$ cat src/rtl/iter_muldiv_unit.sv
// Iterative WIDTH-bit multiply (shift-add) / divide (restoring) engine.
// Define MULDIV_SIGNED_EN for two's complement operands.
module iter_muldiv_unit #(
  parameter int WIDTH = 16,
  parameter int CNT_W = 5
) (
  input  logic             clk,
  input  logic             rst,
  input  logic [1:0]       aluop,
  input  logic [WIDTH-1:0] a,
  input  logic [WIDTH-1:0] b,
  output logic [WIDTH-1:0] result,
  output logic [WIDTH-1:0] result_hi,
  output logic             busy,
  output logic             done,
  output logic             div_by_zero
);

  typedef enum logic [1:0] {
    IDLE,
    RUN,
    DONE
  } state_t;

  state_t state, state_nx;

  logic             op;
  logic [CNT_W-1:0] cnt;
  logic [WIDTH-1:0] hi, lo, opb;
  logic [WIDTH-1:0] hi_nx, lo_nx;
  logic [WIDTH-1:0] res_lo, res_hi;
  logic [WIDTH-1:0] a_mag, b_mag;
  logic [WIDTH:0]   sum, shl, diff;
  logic             match, start, last, zdiv;

`ifdef MULDIV_SIGNED_EN
  logic                 sa, sb;
  logic [2*WIDTH-1:0]   prod;

  assign a_mag = a[WIDTH-1] ? -a : a;
  assign b_mag = b[WIDTH-1] ? -b : b;
`else
  assign a_mag = a;
  assign b_mag = b;
`endif

  assign match = (aluop == {1'b1, op});
  assign start = (state == IDLE) && aluop[1];
  assign last  = (cnt == CNT_W'(WIDTH-1));
  assign zdiv  = op && (opb == '0);

  assign busy        = (state == RUN);
  assign done        = (state == DONE);

  always_comb begin
    state_nx = state;
    unique case (state)
      IDLE: if (aluop[1]) state_nx = RUN;
      RUN: begin
        if (!match)    state_nx = IDLE;
        else if (last) state_nx = DONE;
      end
      DONE: if (!match) state_nx = IDLE;
      default: state_nx = IDLE;
    endcase
  end

  // one iteration: MUL shifts right through {hi,lo}, DIV shifts left
  always_comb begin
    sum  = {1'b0, hi} + (lo[0] ? {1'b0, opb} : '0);
    shl  = {hi, lo[WIDTH-1]};
    diff = shl - {1'b0, opb};
    if (!op) begin
      hi_nx = sum[WIDTH:1];
      lo_nx = {sum[0], lo[WIDTH-1:1]};
    end else if (!diff[WIDTH]) begin
      hi_nx = diff[WIDTH-1:0];
      lo_nx = {lo[WIDTH-2:0], 1'b1};
    end else begin
      hi_nx = shl[WIDTH-1:0];
      lo_nx = {lo[WIDTH-2:0], 1'b0};
    end
  end

  always_comb begin
`ifdef MULDIV_SIGNED_EN
    prod   = {hi_nx, lo_nx};
    res_lo = lo_nx;
    res_hi = hi_nx;
    if (!op) begin
      if (sa ^ sb) prod = -prod;
      res_lo = prod[WIDTH-1:0];
      res_hi = prod[2*WIDTH-1:WIDTH];
    end else begin
      if (sa ^ sb) res_lo = -lo_nx;
      if (sa)      res_hi = -hi_nx;
    end
`else
    res_lo = lo_nx;
    res_hi = hi_nx;
`endif
    // divide by zero: shifted-out dividend already sits in hi
    if (zdiv) res_lo = '1;
  end

  always_ff @(posedge clk) begin
    if (rst) begin
      state       <= IDLE;
      op          <= 1'b0;
      cnt         <= '0;
      hi          <= '0;
      lo          <= '0;
      opb         <= '0;
      result      <= '0;
      result_hi   <= '0;
      div_by_zero <= 1'b0;
`ifdef MULDIV_SIGNED_EN
      sa          <= 1'b0;
      sb          <= 1'b0;
`endif
    end else begin
      state <= state_nx;
      if (start) begin
        op  <= aluop[0];
        cnt <= '0;
        hi  <= '0;
        lo  <= aluop[0] ? a_mag : b_mag;
        opb <= aluop[0] ? b_mag : a_mag;
`ifdef MULDIV_SIGNED_EN
        sa  <= a[WIDTH-1];
        sb  <= b[WIDTH-1];
`endif
      end else if (state == RUN && match) begin
        hi  <= hi_nx;
        lo  <= lo_nx;
        cnt <= cnt + 1'b1;
        if (last) begin
          result      <= res_lo;
          result_hi   <= res_hi;
          div_by_zero <= zdiv;
        end
      end
    end
  end

endmodule

$ cat config.mk
export PLATFORM = sky130hd
export DESIGN_NAME = iter_muldiv_unit
export DESIGN_NICKNAME = d
export VERILOG_FILES = /design/src/rtl/iter_muldiv_unit.sv
export SDC_FILE = /design/constraint.sdc
export NUM_CORES = 1
export LEC_CHECK = 0
export BUFFER_PORTS_ARGS = -buffer_cell sky130_fd_sc_hd__buf_2
export CAP_MARGIN = 20
export CORE_MARGIN = 5
export CORE_UTILIZATION = 35
export CTS_CLUSTER_SIZE = 16
export DETAILED_ROUTE_END_ITERATION = 10
export GPL_TIMING_DRIVEN = 0
export PLACE_DENSITY = 0.54
export SLEW_MARGIN = 0
export SYNTH_ARGS = -nofsm -noshare
export SYNTH_HDL_FRONTEND = slang
export SYNTH_SLANG_ARGS = --single-unit
$ cat constraint.sdc
create_clock -name clk -period 3.45 [get_ports clk]
set_input_delay 0.345 -clock clk [delete_from_list [all_inputs] [get_ports clk]]
set_output_delay 0.345 -clock clk [all_outputs]
set_load 0.05 [all_outputs]
==> impl_metrics.yaml, run 1 <==
yosys:
  yosys_warnings: 0
  post_synth_instance_area_um2: 5860
  syn_nets: 809
  synthDistinctLibCells: 58
  yosysTopAreaCell: "dfxtp_1"
  netlist_top_cells_count: "nor2_1, dfxtp_1, a21oi_1, mux2i_1, clkbuf_1"
  ys_seq_elements: 89
  yosysMostFrequentCell: "nor2_1"
  synth.avg_cell_area_um2: 7.96
  synth_top_area_frac: 0.304
  yosysSeqAreaShare: 0.304
  ys.flop_type: "dfxtp_1"
  yosys-top-cells-area: "dfxtp_1, mux2i_1, nor2_1, ha_1, a21oi_1"
  synth_edf_count: 0
  synthCells: 737
  async_reset_ff_frac: 0
floorplan:
  die_y_um: 139
  die_x_um: 139
  dieArea_um2: 19400
  start_util: 0.355
  io_pins: 71
  design.core.area_um2: 16500
  rows: 47
detailed_routing:
  post_drt_via_cell_ratio: 5.45
  first_iter_violations: 317
  routed_wirelength_mm: 18.9
  drt_pass1_iterations: 5
  ant_nets: 0
  vias: 5682
  drc: 0
  post_drt_wl_per_cell_um: 18.1
cts:
  clockRootBuffer: "clkbuf_16"
  post_cts_buffers: 0
  htreeDepth: 3
  path_clk_slew_ns: 0.06
  cts_tree: "done"
  cts_max_path_buffers: 2
  cts_hold_buf: 0
  clock_latency_ns: 0.34
  clkSinkCount: 89
  numCtsBuffers: 9
run_status:
  status: "complete, no violations"
placed_design:
  dpl.hpwl_mm: 15.2
  gp_congestion: 0.898
  port_buffers: 68
timing:
  fin_tns_setup_ns: 0
  max_freq_ghz: 0.315
  finalCritPeriodShare: 0.920
  min_period_ns: 3.18
  finClkSkew_ns: 0.00951
  drv_slew: 0
  worst_slew_pin_slew_ns: 0.876
  relSlewSlack: 0.408
  hold_viol_final: 0
  finalSetupViolations: 0
  rsz0062_at_grt: "no"
global_routing:
  grt_use_met3: 0.0312
  grt_max_degree: 17
  grt_pass1_wl_mm: 30.2
  use_met2: 0.306
  grt_pass1_vias: 5655
  gr-max-usage-layer: "met2"
  grt_use_met1: 0.275
  overflow: 0
  antenna_found_initial: 0
  grtUsageTotal: 0.193
cells_and_area:
  diodes: 0
  drive_above_1_share: 0.130
  synthToLayoutAreaGrowth_pct: 15.4
  final_nets: 889
critical_path:
  arrival_ns: 3.42
  critPathMaxFanout: 10
  crit_required_ns: 3.69
  cp-start-kind: "flip-flop"
  worstSetupPathType: "flip-flop to flip-flop"
  worstSetupEndpointType: "flip-flop"
power:
  total_power_w: 0.00254
  leakage_nw: 2.78
  peakVddDrop_mv: 0.231
  p_per_area_nw_per_um2: 375
run:
  drv_cap: 0
worst_hold_path:
  hold_class: "input port to flip-flop"
[metal layers]
| metal | vias up | wire length [um] |
|---|---|---|
| met3 | 24 | 828 |
| met4 | 0 | 359 |
| met1 | 2685 | 9430 |
| met2 | 136 | 8250 |
| li1 | 2837 | - |
| met5 | - | 0 |
[where the power goes]
group / total, W / internal, W / switching, W / leakage (nW)
clock network: 0.000921 / 0.000493 / 0.000428 / 0.133
logic: 0.000506 / 0.000195 / 0.000311 / 1.92
registers: 0.00111 / 0.00106 / 0.0000460 / 0.724
total: 0.00254 / 0.00175 / 0.000785 / 2.78
[flip-flops by register name, indices dropped and copies added, names as in the netlist]
register	count
cnt	5
div_by_zero	1
hi	16
lo	16
op	1
opb	16
result	16
result_hi	16
state	2
[cells by family after synthesis]
logic type,Yosys count,synth area share
mux,60,0.104
xor+xnor,25,0.0373
compound gates,202,0.231
flops,89,0.304
simple gates,255,0.198
fa+ha+maj,36,0.0794
buf+inv,70,0.0472
[what timing repair did]
action / 4_1_cts / 5_1_grt
endpoints found under the setup margin: 0 / 4
hold endpoints to repair: 0 / 0
resized for setup: 0 / 4
[stage by stage]
stage | cell area, um2 | utilization | hold slack [ns] | worst slack (ns) | instances
4_1_cts | 6760 | 0.409 | 0.302 | 0.0678 | 1041
6_report | 6770 | 0.410 | 0.312 | 0.275 | 1042
5_1_grt | 6770 | 0.410 | 0.313 | 0.0559 | 1042
3_5_place_dp | 6480 | 0.392 | 0.461 | 0.105 | 1025
3_3_place_gp | 6480 | 0.392 | 0.464 | 0.0930 | 1025
2_1_floorplan | 5860 | - | 0.454 | 0.717 | 737
[placed cells by master (no fill, tap or decap), types with 4 or more instances in the layout]
| cell type | n |
|---|---|
| xor2_1 | 15 |
| o31ai_1 | 5 |
| a31oi_1 | 9 |
| nand4_1 | 5 |
| mux2i_1 | 53 |
| o21a_1 | 6 |
| o41ai_1 | 5 |
| ha_1 | 34 |
| o211ai_1 | 11 |
| nor2_1 | 129 |
| nor3_1 | 12 |
| and2_1 | 19 |
| nand3_1 | 17 |
| clkbuf_1 | 40 |
| nand2_1 | 38 |
| a311oi_1 | 20 |
| o21ai_0 | 34 |
| and3_1 | 6 |
| xnor2_1 | 10 |
| buf_2 | 70 |
| a211oi_1 | 28 |
| inv_1 | 21 |
| clkbuf_16 | 9 |
| dfxtp_1 | 88 |
| nor2b_1 | 4 |
| a21oi_1 | 61 |
| nand2b_1 | 7 |
| mux2_2 | 6 |
[worst paths after layout]
check	startpoint	to	slack, ns	depth (start not counted)
worst min register to register	result_hi[2]$_SDFFE_PP0P_	result_hi[2]$_SDFFE_PP0P_	0.47	2
worst min-delay path	aluop[1]	state[1]$_SDFFE_PP0P_	0.31	3
worst max-delay path	lo[0]$_SDFFE_PP0P_	result_hi[12]$_SDFFE_PP0P_	0.27	12
worst max register to register	lo[0]$_SDFFE_PP0P_	result_hi[12]$_SDFFE_PP0P_	0.27	12
[layout make-up]
| class | count | area, um2 |
|---|---|---|
| Clock buffer | 9 | 225 |
| Clock inverter | 7 | 51.3 |
| Timing Repair Buffer | 69 | 348 |
| Buffer | 48 | 195 |
| Multi-Input combinational cell | 578 | 3810 |
| Sequential cell | 89 | 1780 |
| Fill cell | 1769 | 9760 |
| Tap cell | 220 | 275 |
| Inverter | 22 | 82.6 |
[critical path: stages, from the launching register on]
cell	delay, ns
dfxtp_2	0.41
clkbuf_2	0.24
and2_1	0.15
ha_1	0.21
clkbuf_1	0.20
a21oi_1	0.24
o21ai_0	0.15
a2111oi_0	0.45
nor3_1	0.11
a221oi_1	0.36
xnor2_1	0.17
nand2_1	0.09
a311oi_1	0.29
No activity file was read; power rests on OpenSTA's default activity.
==> run 2, diff against run 1 <==
Clock period 3.45 ns to 3.3 ns, I/O delays scaled along.
==> run 2 against run 1 <==
- wire length rose by 0.28%
- register-to-register slack worse by 0.03 ns
- clock skew is essentially flat
- global-route usage unchanged
- setup slack got worse by 0.033 ns
- clock power is 4.7% higher
- hold slack worse by 0.012 ns
- sequential power increased by 5%
- final area is 0.30% higher
==> impl_metrics.yaml, run 2 (synthesized netlist as in run 1, its figures left out) <==
timing:
  worst_slew_pin_slew_ns: 0.923
  fin_tns_setup_ns: 0
  min_period_ns: 3.06
  hold_viol_final: 0
  max_freq_ghz: 0.327
  drv_slew: 0
  relSlewSlack: 0.376
  setup_ws_ns: 0.241
  finClkSkew_ns: 0.00936
  rsz0062_at_grt: "no"
  finalCritPeriodShare: 0.927
  finalSetupViolations: 0
placed_design:
  port_buffers: 68
  dp_slack_ns: -0.0449
  dp.cells: 1025
  dpl.hpwl_mm: 15.2
  gp_congestion: 0.898
floorplan:
  dieArea_um2: 19400
  design.core.area_um2: 16500
  die_x_um: 139
  start_util: 0.355
  io_pins: 71
  rows: 47
  die_y_um: 139
detailed_routing:
  first_iter_violations: 340
  drt_pass1_iterations: 5
  ant_nets: 0
  post_drt_wl_per_cell_um: 18.2
  post_drt_via_cell_ratio: 5.48
  routed_wirelength_mm: 18.9
  vias: 5713
  drc: 0
global_routing:
  overflow: 0
  antenna_found_initial: 0
  grt_max_degree: 17
  grt_pass1_vias: 5655
  grt_pass1_wl_mm: 30.2
  grtUsageTotal: 0.193
worst_hold_path:
  hold_class: "input port to flip-flop"
  hold_start: "aluop[1]"
cts:
  clock_latency_ns: 0.34
  cts_max_path_buffers: 2
  path_clk_slew_ns: 0.06
  clockRootBuffer: "clkbuf_16"
  clkSinkCount: 89
  numCtsBuffers: 9
  htreeDepth: 3
  cts_tree: "done"
critical_path:
  arrival_ns: 3.30
  worstSetupPathType: "flip-flop to flip-flop"
  critPathMaxFanout: 10
  worstPathCellList: "clkbuf_2 -> and2_1 -> ha_1 -> clkbuf_1 -> a21oi_2 -> o21ai_0 -> a2111oi_1 -> nor3_1 -> a221oi_1 -> xnor2_1 -> nand2_1 -> a311oi_1"
  cp_slowest_cell: "dfxtp_2"
  crit_path_start: "lo[0]$_SDFFE_PP0P_"
  cp-start-kind: "flip-flop"
  r2r-start: "lo[0]$_SDFFE_PP0P_"
  worstSetupEndpointType: "flip-flop"
  crit_required_ns: 3.55
  reg2reg_setup_slack_ns: 0.24
  slowest_delay_ns: 0.41
cells_and_area:
  final_common_cell: "nor2_1"
  diodes: 0
  drive_above_1_share: 0.135
  fin_cells: 1042
  final_cell_mix: "nor2_1, dfxtp_1, buf_2"
  final_nets: 889
  synthToLayoutAreaGrowth_pct: 15.7
  post-route-util: 0.411
power:
  internal_power_w: 0.00183
  p_per_area_nw_per_um2: 391
  pwr-share-seq: 0.437
  total_power_w: 0.00266
  leakage_nw: 2.78
  p_sw_frac: 0.310
  peakVddDrop_mv: 0.243
  clkPwrFrac: 0.363
  p_sw_w: 0.000824
  p_comb_frac: 0.201
run_status:
  status: "complete, no violations"
run:
  drv_cap: 0
-- run 2: area by class of cell --
cell class | count | area [um2]
fill | 1765 | 9740
multi-input combinational | 578 | 3830
sequential | 89 | 1780
timing repair buffer | 69 | 348
tap | 220 | 275
clock buffer | 9 | 225
buffer | 48 | 195
inverter | 22 | 82.6
clock inverter | 7 | 51.3
-- run 2: per-layer routing --
metal	wire length, um	global-route usage	part of all wire
met4	293	0.0453	0.015
met2	8350	0.306	0.44
met1	9470	0.275	0.50
met5	0	0	0
met3	808	0.0312	0.043
-- run 2: worst max-delay path: cells and delay by family, from the launching register on --
family	cells	cell delay, ns
AOI/OAI and AO/OA	5	1.36
xor gates and xnor gates	1	0.17
adders and majority gates	1	0.21
buffers and inverters	2	0.45
DFF	1	0.41
and+or+nand+nor	3	0.35
-- run 2: worst paths after layout --
kind	endpoint	cells after the start
worst max-delay path	result_hi[12]$_SDFFE_PP0P_	12
worst min-delay path	state[1]$_SDFFE_PP0P_	3
worst max register to register	result_hi[12]$_SDFFE_PP0P_	12
worst min register to register	result_hi[2]$_SDFFE_PP0P_	2
-- run 2: stage by stage --
| step | hold slack [ns] | cell area [um2] |
|---|---|---|
| 6_report | 0.300 | 6790 |
| 4_1_cts | 0.287 | 6760 |
| 5_1_grt | 0.298 | 6790 |
| 3_3_place_gp | 0.464 | 6480 |
| 3_5_place_dp | 0.461 | 6480 |
| 2_1_floorplan | 0.454 | 5860 |
-- run 2: power groups by stage --
stage	logic (W)	clock network (W)	registers, W
floorplan	0.000375	0	0.00116
global placement	0.000526	0	0.00118
detailed placement	0.000527	0	0.00118
CTS	0.000529	0.000977	0.00116
global route	0.000595	0.00102	0.00116
finish	0.000533	0.000964	0.00116
-- run 2: what timing repair did --
item / CTS / global route
gates resized for setup: 1 / 8
hold buffers: 0 / 0
buffers inserted: 0 / 0
pin swaps: 0 / 1
endpoints found under the setup margin: 1 / 6
